$ cat config.mk
export PLATFORM = sky130hd
export DESIGN_NAME = matrix_3x3_window_gen
export DESIGN_NICKNAME = d
export VERILOG_FILES = /design/src/rtl/matrix_3x3_window_gen.sv
export SDC_FILE = /design/constraint.sdc
export NUM_CORES = 1
export LEC_CHECK = 0
export CAP_MARGIN = 20
export CORE_MARGIN = 4
export CORE_UTILIZATION = 50
export CTS_BUF_LIST = sky130_fd_sc_hd__clkbuf_16
export DETAILED_ROUTE_END_ITERATION = 16
export GPL_TIMING_DRIVEN = 1
export HOLD_SLACK_MARGIN = 0.03
export PLACE_DENSITY = 0.8
export SLEW_MARGIN = 20
export SYNTH_ARGS = -nofsm -noshare
export SYNTH_HDL_FRONTEND = slang
export SYNTH_SLANG_ARGS = --single-unit
export TNS_END_PERCENT = 30
$ cat constraint.sdc
create_clock -name i_clk -period 6.3 [get_ports i_clk]
set_input_delay 1.89 -clock i_clk [delete_from_list [all_inputs] [get_ports i_clk]]
set_output_delay 1.89 -clock i_clk [all_outputs]
set_load 0.03 [all_outputs]
$ cat src/rtl/matrix_3x3_window_gen.sv
// 3x3 sliding-window generator over a raster stream, using two external line FIFOs for rows r-1 and r-2.
// Define MATRIX_OUT_REG_EN to add one output register stage (window latency t+3 instead of t+2).
module matrix_3x3_window_gen #(
  parameter int P_DATA_WIDTH = 8,
  parameter int P_IMG_WIDTH  = 640,
  parameter int P_IMG_HEIGHT = 512
) (
  input  logic                      i_clk,
  input  logic                      i_rst_n,
  input  logic                      i_pix_valid,
  input  logic [P_DATA_WIDTH-1:0]   i_pix_data,
  output logic                      o_fifo1_wr_en,
  output logic [P_DATA_WIDTH-1:0]   o_fifo1_din,
  output logic                      o_fifo1_rd_en,
  input  logic [P_DATA_WIDTH-1:0]   i_fifo1_dout,
  input  logic                      i_fifo1_full,
  input  logic                      i_fifo1_empty,
  output logic                      o_fifo2_wr_en,
  output logic [P_DATA_WIDTH-1:0]   o_fifo2_din,
  output logic                      o_fifo2_rd_en,
  input  logic [P_DATA_WIDTH-1:0]   i_fifo2_dout,
  input  logic                      i_fifo2_full,
  input  logic                      i_fifo2_empty,
  output logic                      o_win_valid,
  output logic [9*P_DATA_WIDTH-1:0] o_win,
  output logic                      o_eof,
  output logic                      o_err
);

  localparam int DW = P_DATA_WIDTH;
  localparam int CW = $clog2(P_IMG_WIDTH);
  localparam int RW = $clog2(P_IMG_HEIGHT);
  localparam logic [CW-1:0] COL_LAST   = CW'(P_IMG_WIDTH - 1);
  localparam logic [CW-1:0] COL_TWO    = CW'(2);
  localparam logic [RW-1:0] ROW_LAST   = RW'(P_IMG_HEIGHT - 1);
  localparam logic [RW-1:0] ROW_PENULT = RW'(P_IMG_HEIGHT - 2);
  localparam logic [RW-1:0] ROW_ONE    = RW'(1);
  localparam logic [RW-1:0] ROW_TWO    = RW'(2);

  logic [CW-1:0] col;
  logic [RW-1:0] row;

  logic          s1_vld;
  logic [DW-1:0] s1_pix;
  logic [CW-1:0] s1_col;
  logic [RW-1:0] s1_row;

  logic [2:0][2:0][DW-1:0] sr;
  logic [2:0][DW-1:0]      new_col;
  logic [9*DW-1:0]         win_next;
  logic                    win_hit;
  logic                    eof_hit;
  logic                    err_evt;

  logic                    win_vld_q;
  logic [9*DW-1:0]         win_q;
  logic                    eof_q;

  always_ff @(posedge i_clk) begin
    if (!i_rst_n) begin
      col <= '0;
      row <= '0;
    end else if (i_pix_valid) begin
      if (col == COL_LAST) begin
        col <= '0;
        row <= (row == ROW_LAST) ? '0 : row + RW'(1);
      end else begin
        col <= col + CW'(1);
      end
    end
  end

  // Reads issue with the pixel so FIFO dout lines up with the S1 pixel one cycle later.
  assign o_fifo1_rd_en = i_rst_n & i_pix_valid & (row >= ROW_ONE);
  assign o_fifo2_rd_en = i_rst_n & i_pix_valid & (row >= ROW_TWO);

  always_ff @(posedge i_clk) begin
    if (!i_rst_n) begin
      s1_vld <= 1'b0;
      s1_pix <= '0;
      s1_col <= '0;
      s1_row <= '0;
    end else begin
      s1_vld <= i_pix_valid;
      if (i_pix_valid) begin
        s1_pix <= i_pix_data;
        s1_col <= col;
        s1_row <= row;
      end
    end
  end

  // The last row is never written, leaving both FIFOs drained at frame end.
  assign o_fifo1_wr_en = i_rst_n & s1_vld & (s1_row <= ROW_PENULT);
  assign o_fifo1_din   = s1_pix;
  assign o_fifo2_wr_en = i_rst_n & s1_vld & (s1_row >= ROW_ONE) & (s1_row <= ROW_PENULT);
  assign o_fifo2_din   = i_fifo1_dout;

  assign new_col[0] = i_fifo2_dout;
  assign new_col[1] = i_fifo1_dout;
  assign new_col[2] = s1_pix;

  always_comb begin
    win_next = '0;
    for (int r = 0; r < 3; r++) begin
      win_next[(3*r+0)*DW +: DW] = sr[r][1];
      win_next[(3*r+1)*DW +: DW] = sr[r][2];
      win_next[(3*r+2)*DW +: DW] = new_col[r];
    end
  end

  assign win_hit = s1_vld & (s1_row >= ROW_TWO) & (s1_col >= COL_TWO);
  assign eof_hit = win_hit & (s1_row == ROW_LAST) & (s1_col == COL_LAST);

  always_ff @(posedge i_clk) begin
    if (!i_rst_n) begin
      sr        <= '0;
      win_vld_q <= 1'b0;
      win_q     <= '0;
      eof_q     <= 1'b0;
    end else begin
      if (s1_vld) begin
        for (int r = 0; r < 3; r++) begin
          sr[r] <= {new_col[r], sr[r][2], sr[r][1]};
        end
      end
      win_vld_q <= win_hit;
      eof_q     <= eof_hit;
      if (win_hit) begin
        win_q <= win_next;
      end
    end
  end

  assign err_evt = (o_fifo1_rd_en & i_fifo1_empty) | (o_fifo2_rd_en & i_fifo2_empty) |
                   (o_fifo1_wr_en & i_fifo1_full)  | (o_fifo2_wr_en & i_fifo2_full);

  always_ff @(posedge i_clk) begin
    if (!i_rst_n) begin
      o_err <= 1'b0;
    end else if (err_evt) begin
      o_err <= 1'b1;
    end
  end

`ifdef MATRIX_OUT_REG_EN
  always_ff @(posedge i_clk) begin
    if (!i_rst_n) begin
      o_win_valid <= 1'b0;
      o_win       <= '0;
      o_eof       <= 1'b0;
    end else begin
      o_win_valid <= win_vld_q;
      o_win       <= win_q;
      o_eof       <= eof_q;
    end
  end
`else
  assign o_win_valid = win_vld_q;
  assign o_win       = win_q;
  assign o_eof       = eof_q;
`endif

endmodule

==> Yosys cells after proc, flatten, opt, wreduce, memory -nomap -nowiden <==
Cells that the tools add are included.
{ "word_totals": {"input_bits": 31, "register_bits": 170} }
{ "op_classes": {"eq_ne": 4, "reduce_logical": 1, "order_cmp": 6, "add_sub_neg": 2, "mux": 2, "n_bitwise": 18} }
{ "ops": {"columns": ["op", "n"], "rows": [
  ["$eq 10x10->1 const B", 2],
  ["$eq 9x9->1 const B", 2],
  ["$ge 9x1->1 const B", 2],
  ["$ge 9x2->1 const B", 2],
  ["$and 1x1->1", 15],
  ["$add 10x1->10 const B", 1],
  ["$ge 10x2->1 const B", 1],
  ["$mux 10", 1],
  ["$add 9x1->9 const B", 1],
  ["$le 9x9->1 const B", 1],
  ["$mux 9", 1],
  ["$or 1x1->1", 3],
  ["$reduce_and 2->1", 1]
]} }

==> Depth between registers and ports, before layout <==
Gate-level depths: netlist of run 1.
{ "logic_depth": {"word_depth": 6, "depth_mapped": 9, "mapped_depth_nobuf": 8} }

==> Worst setup path after synthesis of run 1 <==
No wires, ideal clock.
{ "synth_path": {"kind": "input-to-output", "start": "input i_rst_n", "end": "output o_fifo2_wr_en", "arrival_ns": 2.923, "setup_slack_ns": 1.487, "path_stages": 3, "required_ns": 4.410, "cell_sequence": "clkbuf_1 > o311a_1 > o31a_1"} }
{ "synth_between": {"elab_chain_len": 3} }
{ "synth_lines": {"columns": ["item", "line_no", "rtl"], "rows": [
  ["start: declaration", "9", "input logic i_rst_n,"],
  ["$and 1x1->1 (3 in a row)", "96", "assign o_fifo2_wr_en = i_rst_n & s1_vld & (s1_row >= ROW_ONE) & (s1_row <= ROW_PENULT);"],
  ["end: declaration", "18", "output logic o_fifo2_wr_en,"]
]} }
Every way passes these cells.

==> Final worst setup path of run 1 <==
{ "layout_path": {"start": "input i_fifo1_dout[7]", "end": "output o_fifo2_din[7]"} }
{ "layout_rtl": {"columns": ["item", "line_no", "rtl"], "rows": [
  ["start: declaration", "15", "input logic [P_DATA_WIDTH-1:0] i_fifo1_dout,"],
  ["end: declaration", "19", "output logic [P_DATA_WIDTH-1:0] o_fifo2_din,"]
]} }
No word-level cell between the ends.

==> flow_metrics.env, run 1 <==
export IMPL_end_kind="output pin"
export IMPL_cts_resized=0
export IMPL_cp_data_required_time_ns=4.41
export IMPL_start_kind="input port"
export IMPL_grt_pass1_wl_mm=27.4
export IMPL_clockBufferDepth=2
export IMPL_final_hold_violation_count=0
export IMPL_skew_ns=0.00788
export IMPL_finalCriticalPeriod_ns=5.04
export IMPL_vias_per_cell=5.67
export IMPL_drc_errors=0
export IMPL_clock_sinks=170
export IMPL_core_mm2=0.0135
export IMPL_area_growth_pct=25.3
export IMPL_num_rows=42
export IMPL_ios=126
export IMPL_cts_tree="yes"
export IMPL_yosysUniqueCellTypes=39
export IMPL_peakVddDrop_mv=0.179
export IMPL_rsz0062_at_grt="false"
export IMPL_yosysSeqAreaShare_pct=48.6
export IMPL_synth_most_common_cell="dfxtp_1"
export IMPL_vias=5621
export IMPL_yosys_top_cells_area="dfxtp_1, mux2i_1, nor2b_1"
export IMPL_synth_fp_nets=759
export IMPL_wl_mm=16.9
export IMPL_synth_edff_count=0
export IMPL_p_per_area_mw_per_mm2=255
export IMPL_hold_buffers=0
export IMPL_critPathArrivalTime_ns=3.15
export IMPL_maxCapViolCount=0
export IMPL_relSlewSlack_pct=35.2
export IMPL_cp_cell_sequence="clkdlybuf4s50_1 -> clkdlybuf4s50_1"
export IMPL_num_antenna_cells=0
export IMPL_place_area_mm2=0.00820
export IMPL_yosysWarningCount=0
export IMPL_final_area_mm2=0.00877
export IMPL_reg2reg_from="s1_col[9]"
export IMPL_initial_core_util_pct=52.0
export IMPL_detail_route_antenna_nets=0
export IMPL_finalWorstSetupSlack_ns=1.26
export IMPL_finalSetupViolations=0
export IMPL_status="completed"
export IMPL_hp_class="flip-flop to flip-flop"
export IMPL_cts_root_buf="clkbuf_16"
export IMPL_layout_drive_gt1_share_pct=5.28
export IMPL_htree_levels=4
export IMPL_netlist_area_mm2=0.00700
export IMPL_power_mw=2.24
export IMPL_synth_area_leader_cell="dfxtp_1"
export IMPL_grt_pass1_vias=5433
export IMPL_cp_common_cell="clkdlybuf4s50_1"
export IMPL_synth_top_area_share_pct=48.6
export IMPL_place_inst=960
export IMPL_grt_max_degree=83
export IMPL_drt_iter0_markers=481
export IMPL_die_h_um=126
export IMPL_antenna_found_initial=1
export IMPL_leakage_nw=3.03
export IMPL_track_usage_pct=20.9
export IMPL_port_buffers=125
export IMPL_crit_family="buffers and inverters"
export IMPL_final_cells=991
export IMPL_grt_overflow=0
export IMPL_fin_tns_setup_ns=0
export IMPL_maxSlewViolCount=0
export IMPL_dp_hpwl_mm=10.7
export IMPL_final_util_pct=65.2
export IMPL_cts_buffers=17
export IMPL_synthCells=723
export IMPL_wire_per_inst_um=17.1
export IMPL_worstSetupStartpoint="i_fifo1_dout[7]"
export IMPL_place_congestion=0.789
export IMPL_pre_cts_ws_ns=1.25
export IMPL_ys_flop_type="dfxtp_1"
export IMPL_synth_avg_cell_area_um2=9.68
export IMPL_fin_crit_sh_pct=80.1
export IMPL_nets=839
export IMPL_path_clk_slew_ns=0.06
export IMPL_cts_setup_buffers=0
export IMPL_drtPass1Iterations=5
export IMPL_crit_slowest_cell="clkdlybuf4s50_1"
export IMPL_crit_type="input port to output pin"
export IMPL_async_flop_share_pct=0
export IMPL_clk_latency_ns=0.43
export IMPL_critical_path_max_stage_delay_ns=0.73
export IMPL_hold_ws_ns=0.464
export IMPL_die_area_mm2=0.0159
export IMPL_die_w_um=126
export IMPL_min_delay_start="sr[36]"
export IMPL_synth_common_cells="dfxtp_1, nor2b_1, o21ai_0"
export IMPL_worst_slew_pin_slew_ns=0.972
export IMPL_crit_buf_inv=2
export IMPL_synth_seq_cells=170
export IMPL_fmax_ghz=0.198
export IMPL_crit_fanout=3
[path summary, 6_finish.rpt]
check                           depth (start not counted)  slack [ns]        endpoint
worst min register to register                          2        0.46       o_win[28]
worst min-delay path                                    2        0.46       o_win[28]
worst max register to register                          5        3.70       o_win[43]
worst max-delay path                                    2        1.26  o_fifo2_din[7]
[final cells by class]
| cell class | instances | area (µm²) |
|---|---|---|
| clock buffer | 17 | 425 |
| clock inverter | 14 | 140 |
| fill | 1121 | 4690 |
| inverter | 3 | 11.3 |
| multi-input combinational | 480 | 3270 |
| sequential | 170 | 3410 |
| tap | 176 | 220 |
| timing repair buffer | 131 | 1290 |
[placed cells by master (no fill, tap or decap), types with 3 or more instances in the layout]
cell	Yosys	layout
nor2b_1	79	79
a21boi_1	40	40
a21boi_0	40	40
nand3_1	77	76
nand2_1	11	11
clkbuf_16	0	17
nor4_1	4	4
or4b_1	4	4
clkinv_2	0	4
nor2_1	14	14
clkinv_1	0	3
nor3_1	3	3
mux2i_1	77	77
bufinv_16	0	3
nand4_1	6	6
o31a_1	3	3
buf_4	8	7
and3_1	7	6
clkdlybuf4s50_1	0	123
dfxtp_1	170	169
inv_1	3	6
ha_1	5	5
o21ai_0	79	79
xnor2_1	7	7
[report_power, final]
| part | internal [mW] | switching (mW) |
|---|---|---|
| clock network | 0.608 | 0.394 |
| registers | 1.09 | 0.0230 |
| logic | 0.0636 | 0.0613 |
[registers in the layout, indices dropped and copies added, names as in the netlist]
name         cells
o_fifo1_din      8
s1_row           9
o_win_valid      1
s1_vld           1
col             10
row              9
o_win           72
sr              48
s1_col          10
o_err            1
o_eof            1
[cells by family (layout without fill, tap and decap cells)]
logic type,count (synthesis),in the layout,synth area share (%)
AND/OR/NAND/NOR,218,218,17.9
flip-flops,170,170,48.6
adder cells (fa/ha/maj),5,5,0.894
buffers and inverters,73,165,4.70
XOR/XNOR,9,9,1.13
AO/OA/AOI/OAI,171,171,15.7
multiplexers,77,77,11.0
[layer usage]
metal / routed length, µm / GRT usage [%]
met1: 7670 / 27.2
met2: 8130 / 34.0
met3: 700 / 4.45
met4: 401 / 8.26
met5: 13 / 0
Power figures use the tool's default switching activity.
==> run 2, diff against run 1 <==
--- a/config.mk
+++ b/config.mk
@@ -7,12 +7,12 @@
 export LEC_CHECK = 0
 export CAP_MARGIN = 20
 export CORE_MARGIN = 4
-export CORE_UTILIZATION = 50
+export CORE_UTILIZATION = 47
 export CTS_BUF_LIST = sky130_fd_sc_hd__clkbuf_16
 export DETAILED_ROUTE_END_ITERATION = 16
 export GPL_TIMING_DRIVEN = 1
 export HOLD_SLACK_MARGIN = 0.03
-export PLACE_DENSITY = 0.8
+export PLACE_DENSITY = 0.79
 export SLEW_MARGIN = 20
 export SYNTH_ARGS = -nofsm -noshare
 export SYNTH_HDL_FRONTEND = slang
==> constraint.sdc (replaced) <==
create_clock -name i_clk -period 4.14 [get_ports i_clk]
set_input_delay 1.242 -clock i_clk [delete_from_list [all_inputs] [get_ports i_clk]]
set_output_delay 1.242 -clock i_clk [all_outputs]
set_load 0.03 [all_outputs]
==> run 2 against run 1 <==
Against the previous run:
- worst hold slack improved by 0.0017 ns
- global-route usage is 1.2 points lower
- flip-flop and latch count did not move
- final cell count increased by 1.0%
- core utilization shrank 4.7 points
- first-iteration DRC count down 6.7%
- register-to-register slack worse by 2.0 ns
- critical path depth stayed put
- combinational power up 62%
- highest routed layer is now met4
==> flow_metrics.env, run 2 (synthesis results as in run 1) <==
export IMPL_status="completed"
export IMPL_detail_route_antenna_nets=0
export IMPL_drt_iter0_markers=449
export IMPL_cp_data_required_time_ns=2.90
export IMPL_critical_path_max_stage_delay_ns=0.69
export IMPL_reg2reg_from="row[0]"
export IMPL_vias=5620
export IMPL_grt_pass1_vias=5623
export IMPL_grt_max_degree=143
export IMPL_skew_ns=0.00828
export IMPL_cp_cell_sequence="clkdlybuf4s50_1 -> clkdlybuf4s50_1"
export IMPL_peakVddDrop_mv=0.241
export IMPL_clockBufferDepth=2
export IMPL_layout_drive_gt1_share_pct=5.51
export IMPL_place_congestion=0.818
export IMPL_num_antenna_cells=0
export IMPL_fin_tns_setup_ns=0
export IMPL_cts_setup_buffers=0
export IMPL_htree_levels=4
export IMPL_hold_buffers=0
export IMPL_area_growth_pct=25.7
export IMPL_crit_slowest_cell="clkdlybuf4s50_1"
export IMPL_crit_fanout=3
export IMPL_crit_buf_inv=2
export IMPL_maxCapViolCount=0
export IMPL_port_buffers=125
export IMPL_ios=126
export IMPL_final_hold_violation_count=0
export IMPL_cp_depth=2
export IMPL_path_clk_slew_ns=0.06
export IMPL_start_kind="input port"
export IMPL_wire_per_inst_um=16.6
export IMPL_nets=840
export IMPL_layout_commonest_cell="dfxtp_1"
export IMPL_end_kind="output pin"
export IMPL_vias_per_cell=5.61
export IMPL_cp_common_cell="clkdlybuf4s50_1"
export IMPL_die_area_mm2=0.0169
export IMPL_cts_root_buf="clkbuf_16"
export IMPL_track_usage_pct=19.7
export IMPL_fin_crit_sh_pct=89.4
export IMPL_crit_type="input port to output pin"
export IMPL_core_mm2=0.0145
export IMPL_cts_buffers=17
export IMPL_initial_core_util_pct=48.1
export IMPL_cts_resized=0
export IMPL_die_w_um=130
export IMPL_cts_tree="yes"
export IMPL_num_rows=44
export IMPL_reg2reg_depth=7
export IMPL_fmax_ghz=0.270
export IMPL_critPathArrivalTime_ns=2.46
export IMPL_worst_slew_pin_slew_ns=0.892
export IMPL_largest_reg_flops=72
export IMPL_die_h_um=130
export IMPL_wl_mm=16.6
export IMPL_maxSlewViolCount=0
export IMPL_min_delay_start="sr[9]"
export IMPL_clock_sinks=170
export IMPL_worstSetupStartpoint="i_fifo1_dout[6]"
export IMPL_reg_top3="o_win: 72 flops, sr: 48 flops"
export IMPL_place_inst=969
export IMPL_finalCriticalPeriod_ns=3.70
export IMPL_p_per_area_mw_per_mm2=389
export IMPL_finalSetupViolations=0
export IMPL_dp_hpwl_mm=10.6
export IMPL_worstSetupEndpoint="o_fifo2_din[6]"
export IMPL_drtPass1Iterations=4
export IMPL_grt_overflow=0
export IMPL_crit_family="buffers and inverters"
export IMPL_antenna_found_initial=0
export IMPL_final_cells=1001
export IMPL_r2r_end="row[7]"
export IMPL_clk_latency_ns=0.42
export IMPL_grt_pass1_wl_mm=27.0
export IMPL_largest_register="o_win"
export IMPL_mostFrequentLayoutCells="dfxtp_1, clkdlybuf4s50_1, nor2b_1, o21ai_0, mux2i_1"
export IMPL_drc_errors=0
export IMPL_leakage_nw=3.06
export IMPL_reg2reg_slack_ns=1.69
export IMPL_rsz0062_at_grt="false"
export IMPL_relSlewSlack_pct=40.5
export IMPL_hp_class="flip-flop to flip-flop"
[run 2: how the worst min path moves through the flow]
| stage | endpoint | depth (start not counted) |
|---|---|---|
| after floorplan | o_win[1] | 2 |
| after global placement | o_win[28] | 2 |
| after detailed placement | o_err | 2 |
| after CTS | o_win[2] | 2 |
| after global routing | o_win[28] | 2 |
| final | o_win[1] | 2 |
[run 2: final cells by class]
type,count,area [µm²]
multi-input cells,480,3280
fillers,1242,5740
clock inverters,15,143
well taps,184,230
inverters,3,11.3
repair buffers,132,1290
flip-flops and latches,170,3410
clock buffers,17,425
[run 2: through the flow]
step	utilization (%)	setup slack, ns	total power [mW]	area (µm²)	hold slack, ns
after floorplan	-	0.623	1.84	7000	0.442
after global routing	60.5	0.398	3.53	8790	0.497
after global placement	56.5	0.475	1.91	8220	0.455
after detailed placement	56.5	0.428	1.92	8220	0.462
final	60.5	0.440	3.42	8790	0.466
after CTS	60.4	0.423	3.45	8780	0.472
[run 2: report_power, final]
| group | total [mW] | internal (mW) | switching (mW) | leakage (nW) |
|---|---|---|---|---|
| Sequential | 1.68 | 1.66 | 0.0216 | 1.37 |
| Clock | 1.54 | 0.928 | 0.612 | 0.297 |
| Combinational | 0.203 | 0.0977 | 0.105 | 1.38 |
[run 2: metal layers]
metal	global-route usage (%)	wire length, µm	share of wire, %	vias to the layer above
met5	0	0	0	-
met4	8.50	447	2.7	0
met3	4.42	853	5.1	35
met2	32.4	7800	47	177
met1	24.9	7520	45	2708
li1	-	-	-	2700
